$ cat src/rtl/can_tx_scheduler_if.sv
// Mailbox and transmitter-side signal bundle for the CAN transmit scheduler.
// The master modport is the host/transmitter side; the slave modport is the scheduler.
interface can_tx_scheduler_if #(
    parameter int NUM_MB = 4
);
    logic [NUM_MB-1:0]    mb_req;
    logic [11*NUM_MB-1:0] mb_id;
    logic [8*NUM_MB-1:0]  mb_data;
    logic [NUM_MB-1:0]    mb_pending;
    logic [NUM_MB-1:0]    mb_done;
    logic [NUM_MB-1:0]    mb_err;
    logic                 tx_start;
    logic [10:0]          tx_id;
    logic [7:0]           tx_data;
    logic                 tx_busy;
    logic                 arbitration_lost;
    logic                 bus_idle;
    logic [2:0]           cur_mb;

    modport master (
        output mb_req, mb_id, mb_data, tx_busy, arbitration_lost, bus_idle,
        input  mb_pending, mb_done, mb_err, tx_start, tx_id, tx_data, cur_mb
    );

    modport slave (
        input  mb_req, mb_id, mb_data, tx_busy, arbitration_lost, bus_idle,
        output mb_pending, mb_done, mb_err, tx_start, tx_id, tx_data, cur_mb
    );
endinterface

$ cat src/rtl/can_tx_scheduler.sv
// Shares one CAN transmitter among NUM_MB mailboxes: lowest-ID-first launch,
// re-queue on lost arbitration, drop after RETRY_LIMIT retries or a start timeout.
module can_tx_scheduler #(
    parameter int NUM_MB        = 4,
    parameter int RETRY_LIMIT   = 8,
    parameter int START_TIMEOUT = 1024
) (
    input  logic             clk,
    input  logic             reset,
    can_tx_scheduler_if.slave bus
);
    localparam int          IW = $clog2(NUM_MB);
    localparam int          TW = $clog2(START_TIMEOUT + 1);
    localparam logic [7:0]  RL = 8'(RETRY_LIMIT);
    localparam logic [TW-1:0] TMO_LAST = TW'(START_TIMEOUT - 1);

    typedef enum logic [1:0] {IDLE, SELECT, LAUNCH, ACTIVE} state_t;

    state_t            state_r, state_s;
    logic [NUM_MB-1:0] pending_r, done_r, err_r;
    logic [10:0]       id_r [NUM_MB];
    logic [7:0]        data_r [NUM_MB];
    logic [7:0]        retry_cnt_r [NUM_MB];
    logic [2:0]        cur_r;
    logic [10:0]       tx_id_r;
    logic [7:0]        tx_data_r;
    logic              tx_start_r;
    logic              lost_r;
    logic [TW-1:0]     tmo_r;

    logic [IW-1:0]     cur_idx_s, sel_idx_s;
    logic [10:0]       best_id_s;
    logic              sel_found_s;
    logic              retire_s, ok_s, retry_inc_s, owned_s;

    assign cur_idx_s = cur_r[IW-1:0];
    assign owned_s   = (state_r == LAUNCH) || (state_r == ACTIVE);

    // Winner search: strict less-than keeps the lowest index on equal IDs.
    always_comb begin
        sel_idx_s   = '0;
        best_id_s   = 11'h7FF;
        sel_found_s = 1'b0;
        for (int i = 0; i < NUM_MB; i++) begin
            if (pending_r[i] && (!sel_found_s || (id_r[i] < best_id_s))) begin
                sel_found_s = 1'b1;
                best_id_s   = id_r[i];
                sel_idx_s   = IW'(i);
            end else begin
                sel_found_s = sel_found_s;
            end
        end
    end

    // Next-state and retirement decisions.
    always_comb begin
        state_s     = state_r;
        retire_s    = 1'b0;
        ok_s        = 1'b0;
        retry_inc_s = 1'b0;
        case (state_r)
            IDLE: begin
                if ((|pending_r) && bus.bus_idle) begin
                    state_s = SELECT;
                end else begin
                    state_s = IDLE;
                end
            end
            SELECT: state_s = LAUNCH;
            LAUNCH: begin
                if (bus.tx_busy) begin
                    state_s = ACTIVE;
                end else if (tmo_r == TMO_LAST) begin
                    state_s  = IDLE;
                    retire_s = 1'b1;
                end else begin
                    state_s = LAUNCH;
                end
            end
            ACTIVE: begin
                if (!bus.tx_busy) begin
                    state_s = IDLE;
                    if (lost_r || bus.arbitration_lost) begin
                        if (retry_cnt_r[cur_idx_s] >= RL) begin
                            retire_s = 1'b1;
                        end else begin
                            retry_inc_s = 1'b1;
                        end
                    end else begin
                        retire_s = 1'b1;
                        ok_s     = 1'b1;
                    end
                end else begin
                    state_s = ACTIVE;
                end
            end
            default: state_s = IDLE;
        endcase
    end

    // State, mailbox latches, launch registers and completion pulses.
    always_ff @(posedge clk) begin
        if (!reset) begin
            state_r    <= IDLE;
            pending_r  <= '0;
            done_r     <= '0;
            err_r      <= '0;
            cur_r      <= 3'd0;
            tx_id_r    <= 11'd0;
            tx_data_r  <= 8'd0;
            tx_start_r <= 1'b0;
            lost_r     <= 1'b0;
            tmo_r      <= '0;
            for (int i = 0; i < NUM_MB; i++) begin
                id_r[i]        <= 11'd0;
                data_r[i]      <= 8'd0;
                retry_cnt_r[i] <= 8'd0;
            end
        end else begin
            state_r    <= state_s;
            done_r     <= '0;
            err_r      <= '0;
            tx_start_r <= (state_s == LAUNCH);
            // The owning mailbox's latch is frozen while the transmitter uses it.
            for (int i = 0; i < NUM_MB; i++) begin
                if (bus.mb_req[i] && !(pending_r[i] && owned_s && (cur_idx_s == IW'(i)))) begin
                    pending_r[i] <= 1'b1;
                    id_r[i]      <= bus.mb_id[11*i +: 11];
                    data_r[i]    <= bus.mb_data[8*i +: 8];
                end
            end
            if (state_r == SELECT) begin
                cur_r     <= 3'(sel_idx_s);
                tx_id_r   <= id_r[sel_idx_s];
                tx_data_r <= data_r[sel_idx_s];
                tmo_r     <= '0;
                lost_r    <= 1'b0;
            end else if (state_r == LAUNCH) begin
                tmo_r <= tmo_r + TW'(1);
            end else if ((state_r == ACTIVE) && bus.arbitration_lost) begin
                lost_r <= 1'b1;
            end else begin
                lost_r <= lost_r;
            end
            if (retry_inc_s && (retry_cnt_r[cur_idx_s] != 8'hFF)) begin
                retry_cnt_r[cur_idx_s] <= retry_cnt_r[cur_idx_s] + 8'd1;
            end
            if (retire_s) begin
                pending_r[cur_idx_s]   <= 1'b0;
                retry_cnt_r[cur_idx_s] <= 8'd0;
                done_r[cur_idx_s]      <= ok_s;
                err_r[cur_idx_s]       <= !ok_s;
            end
        end
    end

    assign bus.mb_pending = pending_r;
    assign bus.mb_done    = done_r;
    assign bus.mb_err     = err_r;
    assign bus.tx_start   = tx_start_r;
    assign bus.tx_id      = tx_id_r;
    assign bus.tx_data    = tx_data_r;
    assign bus.cur_mb     = cur_r;
endmodule

$ cat src/flat_wrapper.sv
// flat-port wrapper written by rule: the top's interface ports become plain ports
module can_tx_scheduler_flat 
#(
    parameter int NUM_MB        = 4,
    parameter int RETRY_LIMIT   = 8,
    parameter int START_TIMEOUT = 1024
)
  (clk, reset, bus_mb_req, bus_mb_id, bus_mb_data, bus_tx_busy, bus_arbitration_lost, bus_bus_idle, bus_mb_pending, bus_mb_done, bus_mb_err, bus_tx_start, bus_tx_id, bus_tx_data, bus_cur_mb);
  can_tx_scheduler_if #(.NUM_MB(NUM_MB)) bus_i ();
  input  logic clk;
  input  logic reset;
  input wire logic [$bits(bus_i.mb_req)-1:0] bus_mb_req;
  input wire logic [$bits(bus_i.mb_id)-1:0] bus_mb_id;
  input wire logic [$bits(bus_i.mb_data)-1:0] bus_mb_data;
  input wire logic [$bits(bus_i.tx_busy)-1:0] bus_tx_busy;
  input wire logic [$bits(bus_i.arbitration_lost)-1:0] bus_arbitration_lost;
  input wire logic [$bits(bus_i.bus_idle)-1:0] bus_bus_idle;
  output wire logic [$bits(bus_i.mb_pending)-1:0] bus_mb_pending;
  output wire logic [$bits(bus_i.mb_done)-1:0] bus_mb_done;
  output wire logic [$bits(bus_i.mb_err)-1:0] bus_mb_err;
  output wire logic [$bits(bus_i.tx_start)-1:0] bus_tx_start;
  output wire logic [$bits(bus_i.tx_id)-1:0] bus_tx_id;
  output wire logic [$bits(bus_i.tx_data)-1:0] bus_tx_data;
  output wire logic [$bits(bus_i.cur_mb)-1:0] bus_cur_mb;
  assign bus_i.mb_req = bus_mb_req;
  assign bus_i.mb_id = bus_mb_id;
  assign bus_i.mb_data = bus_mb_data;
  assign bus_i.tx_busy = bus_tx_busy;
  assign bus_i.arbitration_lost = bus_arbitration_lost;
  assign bus_i.bus_idle = bus_bus_idle;
  assign bus_mb_pending = bus_i.mb_pending;
  assign bus_mb_done = bus_i.mb_done;
  assign bus_mb_err = bus_i.mb_err;
  assign bus_tx_start = bus_i.tx_start;
  assign bus_tx_id = bus_i.tx_id;
  assign bus_tx_data = bus_i.tx_data;
  assign bus_cur_mb = bus_i.cur_mb;
  can_tx_scheduler #(.NUM_MB(NUM_MB), .RETRY_LIMIT(RETRY_LIMIT), .START_TIMEOUT(START_TIMEOUT)) u_core (.clk(clk), .reset(reset), .bus(bus_i));
endmodule
$ cat config.mk
export PLATFORM = sky130hd
export DESIGN_NAME = can_tx_scheduler_flat
export DESIGN_NICKNAME = d
export VERILOG_FILES = /design/src/rtl/can_tx_scheduler_if.sv /design/src/rtl/can_tx_scheduler.sv /design/src/flat_wrapper.sv
export SDC_FILE = /design/constraint.sdc
export NUM_CORES = 1
export LEC_CHECK = 0
export CORE_ASPECT_RATIO = 2
export CORE_UTILIZATION = 40
export DETAILED_ROUTE_END_ITERATION = 8
export PLACE_DENSITY = 0.62
export SYNTH_ARGS = -nofsm -noshare
export SYNTH_HDL_FRONTEND = slang
export SYNTH_SLANG_ARGS = --single-unit
$ cat constraint.sdc
create_clock -name clk -period 9.1 [get_ports clk]
set_clock_uncertainty 0.1 [all_clocks]
set_input_delay 1.82 -clock clk [delete_from_list [all_inputs] [get_ports clk]]
set_output_delay 1.82 -clock clk [all_outputs]
set_load 0.03 [all_outputs]
==> flow_summary_export.csv, run 1 <==
group,metric,value,unit
final_layout,fin_util,51.6,%
routing,vias,5459,
logic_synthesis,synth_cells,661,
final_layout,mostFrequentLayoutCell,"clkdlybuf4s50_1",
logic_synthesis,async_reset_ff_share,0,%
clock_network,cts-resized-gates,0,
setup_path,regToRegSetupSlack,1.11,ns
power,power_leakage,0.00384,µW
power,peakVddDrop,0.119,mV
clock_network,clk_pin_slew,0.06,ns
logic_synthesis,synth_edf_count,108,
place,numPortBuffers,118,
sta,timing.fmax,0.125,GHz
floorplan,die_area,20000,µm²
sta,rsz0062_at_grt,"no",
sta,final_max_slew_viol_count,0,
global_routing,gr-total-overflow,0,
logic_synthesis,syn-cell-area,7760,µm²
floorplan,io_pins,120,
clock_network,htree_levels,4,
routing,wl_per_cell,18.4,µm
floorplan,placementRows,71,
setup_path,r2r-end,"u_core.bus.tx_data[3]$_SDFFE_PN0P_",
place,place_congestion,0.851,
logic_synthesis,ys_seq_area_share,54.7,%
clock_network,postCtsSetupBuffers,0,
sta,fin_crit,7.99,ns
clock_network,cts_root_buffer,"clkbuf_16",
logic_synthesis,ys_seq_elements,158,
clock_network,clock_path_buffers,2,
final_layout,diodes,0,
setup_path,critPathLaunchType,"register",
floorplan,die_h,199,µm
routing,routed_wl,19400,µm
setup_path,cp-end-kind,"register",
hold_path,worstHoldPathType,"register to register",
clock_network,cts_hold_buf,0,
setup_path,rr_startpoint,"u_core.bus.mb_pending[0]$_SDFF_PN0_",
global_routing,grt_pass1_wl,29300,µm
hold_path,hold_path_end,"u_core.lost_r$_SDFFE_PP0P_",
logic_synthesis,avgSynthCellArea,11.7,µm²
routing,viasPerCell,5.17,
sta,tns,0,ns
setup_path,cp.arrival,8.19,ns
final_layout,fillers,1719,
final_layout,area_growth,26.0,%
clock_network,clock-sinks,158,
setup_path,r2r_cells,26,
setup_path,crit_required,9.30,ns
final_layout,final_cell_mix,"118 x clkdlybuf4s50_1, 108 x edfxtp_1, 76 x and2_1",
outcome,status,"completed",
place,dp_hpwl,14900,µm
run,maxCapViolCount,0,
floorplan,core,18900,µm²
sta,setup_viol,0,
clock_network,cts_buffers,17,
logic_synthesis,ys_types,61,
sta,post-route-period-util,87.8,%
routing,drtIter0Drc,239,
setup_path,crit_path_max_fanout,27,
clock_network,clk_latency,0.43,ns
sta,tightest_slew,1.29,ns
logic_synthesis,synth_ff_type,"edfxtp_1",
hold_path,hold_start,"u_core.lost_r$_SDFFE_PP0P_",
routing,antenna_left,0,
floorplan,die_w,100,µm
global_routing,grt_max_degree,43,
final_layout,fin_nets,905,
sta,hold_viol_final,0,
global_routing,antenna_found_initial,0,
floorplan,initial_utilization,41.0,%
routing,drcViolationCount,0,
routing,firstDrtPassIters,6,
final_layout,drive_above_1_share,11.2,%
setup_path,crit_type,"register to register",
hold_path,hold_depth,2,
clock_network,cts_tree,"done",
sta,slew_headroom,13.2,%
global_routing,grt_pass1_vias,5748,
power,p_per_area,195,nW/µm²
logic_synthesis,synth_warnings,0,
global_routing,grtUsageTotal,20.4,%
logic make-up after synthesis:
family,Yosys count,synth area share (%)
and+or+nand+nor,225,15.5
muxes,61,9.97
DFF,158,54.7
other,1,0.0483
adders and majority gates,32,5.16
xor gates and xnor gates,10,1.13
AOI/OAI and AO/OA,129,10.6
buffers and inverters,45,2.94
metrics by stage:
stage	worst slack, ns	std cells	total power (µW)	hold WS (ns)	instance area, µm²
6_report	1.11	1056	1910	0.388	9770
4_1_cts	1.16	1056	1920	0.399	9770
3_5_place_dp	1.18	1024	1220	0.384	9180
2_1_floorplan	2.39	677	1100	0.337	7820
5_1_grt	0.507	1056	1980	0.424	9770
3_3_place_gp	1.65	1024	1210	0.359	9180
where the power goes:
group	total [µW]	switching, µW	internal [µW]
registers	848	33.6	815
logic	359	190	168
clock network	703	311	392
total	1910	535	1370
area by class of cell:
type                    instances  area (µm²)  share of cell area [%]
clock inverters                13         116                    1.19
repair buffers                123        1220                    12.5
well taps                     255         319                    3.26
multi-input cells             474        3350                    34.2
inverters                      14        52.6                   0.538
flip-flops and latches        158        4240                    43.4
clock buffers                  19         475                    4.86
state kept, by name, indices dropped and copies added, names as in the netlist, named ones only:
| signal | cells |
|---|---|
| u_core.id_r | 44 |
| u_core.data_r | 32 |
| u_core.retry_cnt_r | 32 |
| u_core.bus.tx_id | 11 |
| u_core.tmo_r | 11 |
| u_core.bus.tx_data | 8 |
| u_core.bus.mb_done | 4 |
| u_core.bus.mb_err | 4 |
| u_core.bus.mb_pending | 4 |
| u_core.bus.cur_mb | 2 |
| u_core.state_r | 2 |
| u_core.bus.tx_start | 1 |
| u_core.lost_r | 1 |
cells in the mapped netlist (3+ instances only):
cell type  instances  area share (%)
and2_1            76             6.1
dfxtp_1           50              13
inv_1             14            0.68
mux2_2            18             2.6
nand2b_1           4            0.32
mux2i_1           21             2.7
o221a_2            4            0.58
nand2_1           36             1.7
o21ai_0           35             2.3
nand4_1            4            0.32
nor2_1            53             2.6
clkbuf_1          21             1.0
xor2_1             9             1.0
buf_2              4            0.26
ha_1              32             5.2
mux4_2             4             1.2
buf_6              3            0.44
a21oi_1           47             3.0
o211ai_1           4            0.39
or3_1              4            0.32
nand3_1           11            0.71
nor3_1             8            0.52
a31oi_1            3            0.24
mux2_4            18             3.5
or4_1              3            0.29
o21a_1            12             1.2
a211oi_1           3            0.29
nor2b_1           10            0.81
edfxtp_1         108              42
and3_1             3            0.24
worst max-delay path, cell delays in order (launching register included):
cell,delay [ns]
dfxtp_1,0.71
nor2b_1,0.26
ha_1,0.29
a211oi_2,0.19
nor2_1,0.07
or3_4,0.35
o32ai_4,0.87
buf_4,0.36
nor2_1,0.06
a21oi_1,0.21
ha_1,0.30
o21a_1,0.20
a21o_1,0.17
o21ai_0,0.17
a21oi_1,0.22
a21oi_1,0.39
buf_4,0.28
a21oi_1,0.10
ha_1,0.20
or4b_1,0.52
a21oi_1,0.15
a32oi_1,0.14
or3_1,0.32
o32ai_1,0.22
o21ba_1,0.57
mux2i_1,0.34
a21oi_1,0.10
how the worst max path moves through the flow:
stage | startpoint | end | slack (ns) | cells past startpoint
after floorplan | u_core.bus.mb_pending[0]$_SDFF_PN0_ | u_core.bus.tx_id[0]$_SDFFE_PN0P_ | 2.39 | 30
after global placement | u_core.bus.mb_pending[0]$_SDFF_PN0_ | u_core.bus.tx_data[4]$_SDFFE_PN0P_ | 1.65 | 26
after detailed placement | u_core.bus.mb_pending[0]$_SDFF_PN0_ | u_core.bus.tx_data[3]$_SDFFE_PN0P_ | 1.18 | 26
after CTS | u_core.bus.mb_pending[0]$_SDFF_PN0_ | u_core.bus.tx_data[3]$_SDFFE_PN0P_ | 1.16 | 26
after global routing | u_core.bus.mb_pending[0]$_SDFF_PN0_ | u_core.bus.tx_data[1]$_SDFFE_PN0P_ | 0.51 | 26
final | u_core.bus.mb_pending[0]$_SDFF_PN0_ | u_core.bus.tx_data[3]$_SDFFE_PN0P_ | 1.11 | 26
routing by layer:
layer	up-vias	GRT usage (%)	share of wire, %
met5	-	0	0
met4	0	16.3	7.2
met3	62	3.90	3.1
met2	167	38.4	56
met1	2594	18.4	34
li1	2636	-	-
Note: power is estimated with default switching activity, not from simulation.
==> run 2, diff against run 1 <==
--- a/config.mk
+++ b/config.mk
@@ -5,10 +5,12 @@
 export SDC_FILE = /design/constraint.sdc
 export NUM_CORES = 1
 export LEC_CHECK = 0
+export CELL_PAD_IN_SITES_DETAIL_PLACEMENT = 0
+export CELL_PAD_IN_SITES_GLOBAL_PLACEMENT = 1
 export CORE_ASPECT_RATIO = 2
-export CORE_UTILIZATION = 40
+export CORE_UTILIZATION = 39
 export DETAILED_ROUTE_END_ITERATION = 8
-export PLACE_DENSITY = 0.62
+export PLACE_DENSITY = 0.76
 export SYNTH_ARGS = -nofsm -noshare
 export SYNTH_HDL_FRONTEND = slang
 export SYNTH_SLANG_ARGS = --single-unit
==> constraint.sdc (replaced) <==
create_clock -name clk -period 6.73 [get_ports clk]
set_clock_uncertainty 0.1 [all_clocks]
set_input_delay 1.346 -clock clk [delete_from_list [all_inputs] [get_ports clk]]
set_output_delay 1.346 -clock clk [all_outputs]
set_load 0.03 [all_outputs]
==> run 2 against run 1 <==
Against the previous run: maximum frequency rose by 26%; clock-buffer cell count unchanged; die area up 2.5%; power grew 38%; hold slack lost 0.0061 ns; clock power increased by 42%; cell count rose by 0.95%; critical path depth increased by 2; register-to-register slack lost 0.73 ns; sequential share of layout area fell by 0.43 points; sequential cell count is the same; non-clock buffer count is 6 higher; largest cell class unchanged; highest routed layer unchanged.
==> flow_summary_export.csv, run 2 (synthesized netlist as in run 1, its figures left out) <==
group,metric,value,unit
sta,post-route-period-util,94.4,%
clock_network,cts_buffers,17,
final_layout,fin_nets,911,
sta,fin_crit,6.35,ns
global_routing,grt_pass1_wl,30400,µm
final_layout,top_regs,"u_core.id_r: 44 flops, u_core.data_r: 32 flops, u_core.retry_cnt_r: 32 flops",
setup_path,cp.arrival,6.55,ns
power,peakVddDrop,0.184,mV
final_layout,diodes,0,
global_routing,gr-total-overflow,0,
floorplan,die_w,102,µm
power,p_clk_share,37.8,%
final_layout,multi_input_area,3370,µm²
power,switching_share,28.0,%
place,dp_hpwl,15300,µm
floorplan,placementRows,72,
clock_network,cts_hold_buf,0,
power,p_per_area,268,nW/µm²
setup_path,slowest_delay,0.51,ns
global_routing,grt_pass1_vias,5692,
routing,drtIter0Drc,252,
final_layout,regArea,4240,µm²
sta,hold_viol_final,0,
clock_network,clock_path_buffers,2,
clock_network,cts-resized-gates,0,
hold_path,hold_depth,2,
sta,slew_headroom,7.74,%
setup_path,cp-end-kind,"register",
clock_network,htree_levels,4,
power,power_leakage,0.00389,µW
sta,worst_slack,0.380,ns
power,switching_power,742,µW
setup_path,regToRegSetupSlack,0.38,ns
setup_path,crit_path_max_fanout,21,
routing,routed_wl,20100,µm
sta,tns,0,ns
global_routing,grt_max_degree,43,
routing,viasPerCell,5.14,
floorplan,die_area,20500,µm²
clock_network,cts_root_buffer,"clkbuf_16",
power,p_int,1900,µW
hold_path,hold_start,"u_core.lost_r$_SDFFE_PP0P_",
sta,setup_viol,0,
sta,final_max_slew_viol_count,0,
sta,rsz0062_at_grt,"no",
routing,drcViolationCount,0,
place,place_ws,0.311,ns
floorplan,core,19400,µm²
final_layout,drive_above_1_share,12.6,%
setup_path,crit_type,"register to register",
final_layout,mostFrequentLayoutCell,"clkdlybuf4s50_1",
power,seq_power_share,43.3,%
setup_path,r2r-end,"u_core.bus.tx_data[5]$_SDFFE_PN0P_",
routing,firstDrtPassIters,4,
hold_path,worstHoldPathType,"register to register",
clock_network,clk_pin_slew,0.07,ns
floorplan,die_h,201,µm
final_layout,largest_reg_flops,44,
floorplan,io_pins,120,
final_layout,area_growth,27.3,%
setup_path,r2r_cells,28,
sta,timing.fmax,0.157,GHz
final_layout,regMostFlops,"u_core.id_r",
hold_path,hold_path_end,"u_core.lost_r$_SDFFE_PP0P_",
power,comb_power_share,18.9,%
final_layout,final_cell_mix,"118 x clkdlybuf4s50_1, 108 x edfxtp_1, 76 x and2_1",
routing,vias,5475,
place,place_congestion,0.882,
setup_path,slowest_stage,"or4b_1",
clock_network,postCtsSetupBuffers,0,
final_layout,fillers,1728,
setup_path,rr_startpoint,"u_core.bus.mb_pending[0]$_SDFF_PN0_",
place,numPortBuffers,118,
routing,antenna_left,0,
clock_network,clk_latency,0.43,ns
final_layout,finalNonFillerCells,1066,
outcome,status,"completed",
run,maxCapViolCount,0,
global_routing,grtUsageTotal,20.5,%
routing,wl_per_cell,18.8,µm
place,dp_cells,1034,
floorplan,initial_utilization,40.0,%
global_routing,antenna_found_initial,0,
clock_network,cts_tree,"done",
clock_network,clock-sinks,158,
setup_path,crit_required,6.93,ns
sta,tightest_slew,1.37,ns
setup_path,critPathLaunchType,"register",
setup_path,crit_top_cell,"a21oi_1",
==> run 2: cell types whose count changed in the layout (fill, tap and decap cells not counted), moves of 2 or more <==
cell / previous run / this run
nor2b_2: 0 / 3
buf_6: 0 / 2
a21oi_1: 47 / 45
a21oi_2: 1 / 3
buf_4: 5 / 9
nor2b_1: 10 / 7
==> run 2: power groups by stage <==
stage	clock, µW	combinational, µW	sequential [µW]
after floorplan	0	309	1180
final	1000	499	1150
after global routing	1050	536	1150
after detailed placement	0	497	1170
after global placement	0	483	1160
after CTS	1010	500	1150
==> run 2: layout make-up <==
cell class              instances  share of cell area, %
flip-flops and latches        158                   43.0
well taps                     259                   3.28
inverters                      14                  0.532
multi-input cells             474                   34.1
repair buffers                129                   12.9
clock inverters                13                   1.37
clock buffers                  19                   4.82
==> run 2: worst max path at each step <==
stage                                         from  depth (start not counted)  slack (ns)                            endpoint
6_report       u_core.bus.mb_pending[0]$_SDFF_PN0_                         28        0.38  u_core.bus.tx_data[5]$_SDFFE_PN0P_
5_1_grt        u_core.bus.mb_pending[0]$_SDFF_PN0_                         28        0.02  u_core.bus.tx_data[1]$_SDFFE_PN0P_
4_1_cts        u_core.bus.mb_pending[0]$_SDFF_PN0_                         27        0.28  u_core.bus.tx_data[5]$_SDFFE_PN0P_
3_5_place_dp   u_core.bus.mb_pending[0]$_SDFF_PN0_                         27        0.31    u_core.bus.tx_id[4]$_SDFFE_PN0P_
3_3_place_gp   u_core.bus.mb_pending[0]$_SDFF_PN0_                         27        0.47    u_core.bus.tx_id[7]$_SDFFE_PN0P_
2_1_floorplan  u_core.bus.mb_pending[0]$_SDFF_PN0_                         30        0.02    u_core.bus.tx_id[0]$_SDFFE_PN0P_
==> run 2: through the flow <==
stage          hold slack, ns  power, µW  util, %  instance area [µm²]
4_1_cts                 0.386       2660     50.8                 9840
3_5_place_dp            0.373       1660     47.7                 9230
3_3_place_gp            0.357       1650     47.7                 9230
5_1_grt                 0.441       2740     51.0                 9870
6_report                0.382       2640     51.0                 9870
2_1_floorplan           0.337       1480        -                 7820
==> run 2: per-layer routing <==
layer / up-vias / wire length (µm) / global-route usage [%]
li1: 2653 / - / -
met3: 56 / 640 / 3.30
met2: 179 / 11600 / 39.4
met5: - / 0 / 0
met1: 2587 / 6840 / 19.7
met4: 0 / 1050 / 11.9
==> run 2: critical path, delay by kind of cell, from the launching register on <==
family	cells	cell delay, ns
AO/OA/AOI/OAI	16	2.74
adder cells (fa/ha/maj)	3	0.80
buffers and inverters	4	0.83
flip-flops	1	0.39
multiplexers	1	0.21
AND/OR/NAND/NOR	4	1.13
